--- src/rtl/sha1_core_mb.sv ---
// Multi-block SHA-1 compression core: ROUNDS_PER_CYCLE chained rounds per clock, in-place W schedule.
// Optional abort input enabled by defining SHA1_ABORT_EN.

module sha1_round (
  input  logic [6:0]   t,
  input  logic [31:0]  w,
  input  logic [159:0] st_in,
  output logic [159:0] st_out
);
  logic [31:0] a, b, c, d, e, f, k, tmp;

  assign {a, b, c, d, e} = st_in;

  // f/K follow the true round index so a cycle may straddle a stage boundary
  always_comb begin
    f = b ^ c ^ d;
    k = 32'hca62c1d6;
    if (t < 7'd20) begin
      f = (b & c) | (~b & d);
      k = 32'h5a827999;
    end else if (t < 7'd40) begin
      f = b ^ c ^ d;
      k = 32'h6ed9eba1;
    end else if (t < 7'd60) begin
      f = (b & c) | (b & d) | (c & d);
      k = 32'h8f1bbcdc;
    end
  end

  assign tmp    = {a[26:0], a[31:27]} + f + e + k + w;
  assign st_out = {tmp, a, {b[1:0], b[31:2]}, c, d};
endmodule

module sha1_core_mb #(
  parameter int ROUNDS_PER_CYCLE = 2
) (
  input  logic         clk,
  input  logic         reset,
  input  logic         blk_valid,
  output logic         blk_ready,
  input  logic [511:0] blk_data,
  input  logic         blk_first,
  input  logic         blk_last,
  output logic         digest_valid,
  input  logic         digest_ready,
  output logic [159:0] digest,
  output logic         busy
`ifdef SHA1_ABORT_EN
  ,
  input  logic         abort
`endif
);
  localparam int R    = ROUNDS_PER_CYCLE;
  localparam int NCYC = 80 / R;
  localparam logic [6:0]   RND_END = 7'(NCYC * R);
  localparam logic [159:0] IV = {32'h67452301, 32'hefcdab89, 32'h98badcfe,
                                 32'h10325476, 32'hc3d2e1f0};

  if (!(R == 1 || R == 2 || R == 4 || R == 5)) begin : g_bad_r
    $error("sha1_core_mb: ROUNDS_PER_CYCLE must be 1, 2, 4 or 5");
  end

  typedef enum logic [1:0] {S_IDLE, S_ROUND, S_FINAL, S_DONE} state_t;
  state_t state, state_nx;

  logic               abort_i;
  logic [15:0][31:0]  wbuf;
  logic [6:0]         rnd;
  logic               last_q;
  logic [159:0]       hs, work, hnew;
  logic [159:0]       chain [R+1];
  logic [31:0]        wr    [R];
  logic [6:0]         tj    [R];

`ifdef SHA1_ABORT_EN
  assign abort_i = abort;
`else
  assign abort_i = 1'b0;
`endif

  assign chain[0] = work;

  for (genvar j = 0; j < R; j++) begin : g_lane
    logic [3:0]  ix;
    logic [31:0] w3, wx;

    assign tj[j] = rnd + 7'(j);
    assign ix    = tj[j][3:0];
    // W[t-3] may have been produced earlier in this same cycle
    if (j >= 3) begin : g_fwd
      assign w3 = wr[j-3];
    end else begin : g_buf
      assign w3 = wbuf[ix - 4'd3];
    end
    assign wx    = w3 ^ wbuf[ix - 4'd8] ^ wbuf[ix - 4'd14] ^ wbuf[ix];
    assign wr[j] = (tj[j] < 7'd16) ? wbuf[ix] : {wx[30:0], wx[31]};

    sha1_round u_round (
      .t      (tj[j]),
      .w      (wr[j]),
      .st_in  (chain[j]),
      .st_out (chain[j+1])
    );
  end

  always_comb begin
    hnew = '0;
    for (int i = 0; i < 5; i++) hnew[32*i +: 32] = hs[32*i +: 32] + work[32*i +: 32];
  end

  assign blk_ready    = (state == S_IDLE) && !abort_i;
  assign busy         = (state != S_IDLE);
  assign digest_valid = (state == S_DONE);

  always_ff @(posedge clk or posedge reset) begin
    if (reset) state <= S_IDLE;
    else       state <= state_nx;
  end

  // The counter saturates at RND_END; ROUND exits one cycle later so FINAL is entered once
  always_comb begin
    state_nx = state;
    case (state)
      S_IDLE:  if (blk_valid && blk_ready) state_nx = S_ROUND;
      S_ROUND: if (rnd == RND_END) state_nx = S_FINAL;
      S_FINAL: state_nx = last_q ? S_DONE : S_IDLE;
      S_DONE:  if (digest_ready) state_nx = S_IDLE;
      default: state_nx = S_IDLE;
    endcase
    if (abort_i) state_nx = S_IDLE;
  end

  always_ff @(posedge clk or posedge reset) begin
    if (reset) begin
      rnd    <= '0;
      hs     <= IV;
      work   <= '0;
      wbuf   <= '0;
      last_q <= 1'b0;
      digest <= '0;
    end else if (abort_i) begin
      hs <= IV;
    end else begin
      case (state)
        S_IDLE: if (blk_valid) begin
          for (int i = 0; i < 16; i++) wbuf[i] <= blk_data[511-32*i -: 32];
          last_q <= blk_last;
          rnd    <= '0;
          if (blk_first) begin
            hs   <= IV;
            work <= IV;
          end else begin
            work <= hs;
          end
        end
        S_ROUND: if (rnd != RND_END) begin
          work <= chain[R];
          rnd  <= rnd + 7'(R);
          for (int j = 0; j < R; j++) wbuf[tj[j][3:0]] <= wr[j];
        end
        S_FINAL: begin
          hs <= hnew;
          if (last_q) digest <= hnew;
        end
        default: ;
      endcase
    end
  end
endmodule
--- config.mk ---
export PLATFORM = sky130hd
export DESIGN_NAME = sha1_core_mb
export DESIGN_NICKNAME = d
export VERILOG_FILES = /design/src/rtl/sha1_core_mb.sv
export SDC_FILE = /design/constraint.sdc
export NUM_CORES = 2
export LEC_CHECK = 0
export ABC_AREA = 1
export BUFFER_PORTS_ARGS = -buffer_cell sky130_fd_sc_hd__buf_4
export CORE_MARGIN = 3
export CORE_UTILIZATION = 55
export CTS_CLUSTER_DIAMETER = 40
export DETAILED_ROUTE_END_ITERATION = 8
export PLACE_DENSITY = 0.74
export SETUP_SLACK_MARGIN = 0.5
export SYNTH_ARGS = -nofsm -noshare
export SYNTH_HDL_FRONTEND = slang
export SYNTH_HIERARCHICAL = 1
export SYNTH_SLANG_ARGS = --single-unit
--- constraint.sdc ---
create_clock -name clk -period 97.3 [get_ports clk]
set_clock_uncertainty 0.1 [all_clocks]
set_input_delay 29.19 -clock clk [delete_from_list [all_inputs] [get_ports clk]]
set_output_delay 29.19 -clock clk [all_outputs]
set_load 0.1 [all_outputs]
Word-level counts from Yosys, hierarchy flattened:

Index checks and enable logic that the tools add are counted.

* register bits after elaboration: 1002
* output and inout bits: 163
* logic and storage cells: 161
* input port bits: 518

* multiplexer cells: 52
* $lt $le $gt $ge: 18
* equality and inequality tests: 10
* $add $sub $neg: 21
* bitwise gates (word level): 26
* reductions and logical operators: 12

Operators by type and width (count)
* binary-select mux 32 bit (select 4 bit): 8
* bitwise mux 512 bit: 2
* 2-to-1 mux 512 bit: 2
* case mux 512 bit (2 select lines): 1
* 2-to-1 mux 32 bit: 22
* case mux 160 bit (2 select lines): 2
* 2-to-1 mux 160 bit: 3
* adder 32 bit: 13
* bitwise XOR 32 bit: 10
* AND 32 bit: 8
* demux 32 bit (select 4 bit): 2
* bitwise OR 32 bit: 6
* inverter 32 bit: 2
* 2-to-1 mux 31 bit: 2
* less-than comparator 4 x 5 -> 1 bit, second input constant: 8
* less-than comparator 7 x 5 -> 1 bit, second input constant: 4
* less-than comparator 7 x 6 -> 1 bit, second input constant: 4
* subtractor 4 bit, second input constant: 4
* 2-to-1 mux 7 bit: 2
* case mux 7 bit (2 select lines): 1
* >= comparator 4 x 1 -> 1 bit, second input constant: 2
* 2-to-1 mux 2 bit: 4
* case mux 2 bit (4 select lines): 1
* subtractor 4 x 2 -> 4 bit, second input constant: 2
* other kinds (13): 24

Longest topological paths before layout:

* word-level depth: 16
* mapped depth: 57
* depth with buffers taken out: 52

By module:

Netlist, hierarchy kept.

Modules (own cells, without submodules)
* sha1_core_mb: area each 70501.4 µm², times used 1, cells each 10764, sequential area each 25149.1 µm²
* sha1_round at g_lane[1].u_round: area each 7181.9 µm², times used 1, cells each 1011, sequential area each 0.0 µm²
* sha1_round at g_lane[0].u_round: area each 7136.8 µm², times used 1, cells each 1028, sequential area each 0.0 µm²

Worst setup path before layout:

OpenSTA, ideal clock, no wires.

* kind: register to output
* start point: register state[0]
* end point: output port busy
* cell stages (with the launch flop): 3
* data required time: 68010 ps
* setup slack: 65347 ps
* data arrival time: 2663 ps
* path buffers: 0
* path through: dfrtp_1 nor2_1 inv_1

* word-level cells in the longest chain between the ends: 1

Ends and longest elaborated chain
* start, declared: RTL line 64 `state_t state, state_nx;`
* start signal, assigned: RTL line 117 `else state <= state_nx;`
* nonzero test 2 bit: RTL line 112 `assign busy = (state != S_IDLE);`
* end, declared: RTL line 47 `output logic busy`

No other way between the ends.

==> impl_metrics.yaml <==
global_routing:
  first_global_vias: 91700
  antenna_violations_before_repair: 31
  grt_pass1_wl_um: 611100
  globalRouteOverflowTotal: 0
  largest_net_degree_at_the_start_of_global_routing: 192
  grt_util_all_layers_pct: 52.35
setup_path:
  setup.worst_path.class: "in2async"
  worst-endpoint-required_ns: 98.04
  r2r_setup_slack_ns: 83.87
  worst_r2r_startpoint: "rnd[1]$_DFFE_PP0P_"
  worstPathArrival_ns: 33.41
  r2r_end: "work[159]$_DFFE_PP0P_"
  cp-endpoint: "wbuf[226]$_DFFE_PP0P_"
  timing.critical_path.to_type: "async pin"
  crit_fanout: 100
  timing.critical_path.from_type: "input pin"
  reg2regPathDepth: 47
  worstSetupStartpoint: "reset"
hold_path:
  worst_hold_path_type: "reg2reg"
synth:
  yosysWarnings: 6
  netlist_instances: 12800
  synth.cell_area_sq_um: 84810
  synth_nets: 13800
  postSynthAreaPerCell_sq_um: 6.625
placed_design:
  dp_slack_ns: 63.70
  portBuffers: 680
  place_hpwl_um: 301400
  gp_congestion: 1.122
run:
  max_cap_viol_count: 2
drt:
  drt_pass1_iterations: 9
  via_count: 97880
  routed_wire_length_per_instance_um: 28.27
  drtIter0Drc: 15880
  routed_wl_um: 425800
  drt.antenna.violating_nets: 0
  routed_vias_inst: 6.497
  drt_drc_violations_left: 7
die:
  start_util_pct: 55.57
  dieArea_sq_um: 159000
  die_h_um: 398.7
  std_cell_rows: 143
  fp.coreArea_sq_um: 152600
  boundaryPins: 681
  fp.dieW_um: 398.7
final_layout:
  post_route_cells_drive_above_1_share_pct: 10.63
  syn2layout_area_growth_pct: 12.11
  final_core_utilization_pct: 62.30
  fillCellCount: 14010
  number_of_nets_in_the_final_layout: 13850
timing:
  timing_hold_violations_final: 0
  timing_max_transition_violations_final: 21
  fin_crit_period_ns: 32.67
  worst-slew-pin-transition_ns: 1.560
  rsz0062_at_grt: "no"
  timing.final.crit_share_pct: 33.58
  slew_headroom_pct: -5.073
  finalWorstSetupSlack_ns: 64.63
  setup_tns_ns: 0
  max_clock_freq_mhz: 30.61
  report.final.setup_viol: 0
status:
  result_of_the_run: "complete, but fails checks"
  violations_in_the_final_reports: "design-rule violations, max-capacitance violations, max-slew violations"
clock_tree:
  cts_repair_resize_count: 0
  worstSkewPairLatency_ns: 0.88
  numClockSinks: 1001
  postCtsSetupRepairBufs: 0
  cts_inserted_buffers: 179
  htree_levels: 4
  cts.root.buffer_cell: "sky130_fd_sc_hd__clkbuf_16"
  clkSlewWorstSetupHoldPaths_ns: 0.05
  tritoncts: "done"
  postCtsHoldBufs: 0
  max-clock-path-buffers: 3
[worst max-delay path, cell delays in order]
cell and delay (ns):
sky130_fd_sc_hd__buf_4 0.13, sky130_fd_sc_hd__inv_8 0.51, sky130_fd_sc_hd__buf_4 0.76, sky130_fd_sc_hd__buf_4 0.79, sky130_fd_sc_hd__buf_4 0.86, sky130_fd_sc_hd__buf_4 0.90
[flip-flops by register name, summed over array words and instances (netlist names)]
| name | cells |
|---|---|
| wbuf | 512 |
| digest | 160 |
| hs | 160 |
| work | 160 |
| rnd | 6 |
| state | 2 |
| last_q | 1 |
[placed cells by master (no fill, tap or decap), types with 18 or more instances in the layout]
master,instances
sky130_fd_sc_hd__inv_6,26
sky130_fd_sc_hd__o22ai_1,28
sky130_fd_sc_hd__clkbuf_16,182
sky130_fd_sc_hd__dfstp_2,80
sky130_fd_sc_hd__inv_1,915
sky130_fd_sc_hd__o21ai_0,586
sky130_fd_sc_hd__nand4_1,89
sky130_fd_sc_hd__nand3b_1,44
sky130_fd_sc_hd__a21oi_1,1331
sky130_fd_sc_hd__buf_4,791
sky130_fd_sc_hd__fa_1,245
sky130_fd_sc_hd__nand2_1,3854
sky130_fd_sc_hd__nor2_1,1058
sky130_fd_sc_hd__ha_1,232
sky130_fd_sc_hd__a21o_1,26
sky130_fd_sc_hd__nand3_2,38
sky130_fd_sc_hd__clkbuf_8,19
sky130_fd_sc_hd__and2_1,46
sky130_fd_sc_hd__o21a_1,46
sky130_fd_sc_hd__diode_2,27
sky130_fd_sc_hd__o21ai_1,48
sky130_fd_sc_hd__xor2_1,99
sky130_fd_sc_hd__clkbuf_1,19
sky130_fd_sc_hd__o21bai_1,31
sky130_fd_sc_hd__nand2_2,40
sky130_fd_sc_hd__a21boi_1,21
sky130_fd_sc_hd__xnor2_1,43
sky130_fd_sc_hd__o211ai_1,109
sky130_fd_sc_hd__dfrtp_1,918
sky130_fd_sc_hd__nor3_1,52
sky130_fd_sc_hd__bufinv_16,18
sky130_fd_sc_hd__nand3_1,1650
sky130_fd_sc_hd__clkinv_2,29
sky130_fd_sc_hd__a31oi_1,64
sky130_fd_sc_hd__clkinvlp_4,19
sky130_fd_sc_hd__inv_2,21
[metal layers]
| layer | GRT usage (%) | wire length [um] |
|---|---|---|
| met4 | 50.36 | 52860 |
| met1 | 59.83 | 139700 |
| met5 | 0.3079 | 249 |
| met2 | 73.62 | 170800 |
| met3 | 20.80 | 62200 |
[how the worst min path moves through the flow]
stage,start,endpoint,slack (ns),depth (start not counted)
floorplan,last_q$_DFFE_PP0P_,last_q$_DFFE_PP0P_,0.34,2
finish,digest[76]$_DFFE_PP0P_,digest[76]$_DFFE_PP0P_,0.38,2
global route,hs[87]$_DFFE_PP1P_,hs[87]$_DFFE_PP1P_,0.39,2
detailed placement,digest[48]$_DFFE_PP0P_,digest[48]$_DFFE_PP0P_,0.37,2
global placement,digest[148]$_DFFE_PP0P_,digest[148]$_DFFE_PP0P_,0.36,2
CTS,hs[112]$_DFFE_PP1P_,hs[112]$_DFFE_PP1P_,0.38,2
[metrics by stage]
step	std cells	hold WS [ns]	cell area, sq um
2_1_floorplan	12800	0.3422	84810
6_report	15060	0.3787	95080
4_1_cts	15040	0.3781	95010
5_1_grt	15040	0.3896	95020
3_3_place_gp	14700	0.3636	88650
3_5_place_dp	14700	0.3676	88650
[layout make-up]
cell class                 instances  area, sq um  share of cell area [%]
clock inverter                   119         1475                   1.551
multi-input combinational       9920        51300                   53.95
sequential                      1001        25160                   26.46
timing repair buffer             796         6038                   6.351
inverter                         951         3618                   3.806
tap                             2030         2540                   2.671
antenna                           27        67.56                 0.07106
clock buffer                     220         4887                   5.140
Power is not shown: default switching activity piles up to over one toggle a cycle in this logic, so the estimate is an artifact.
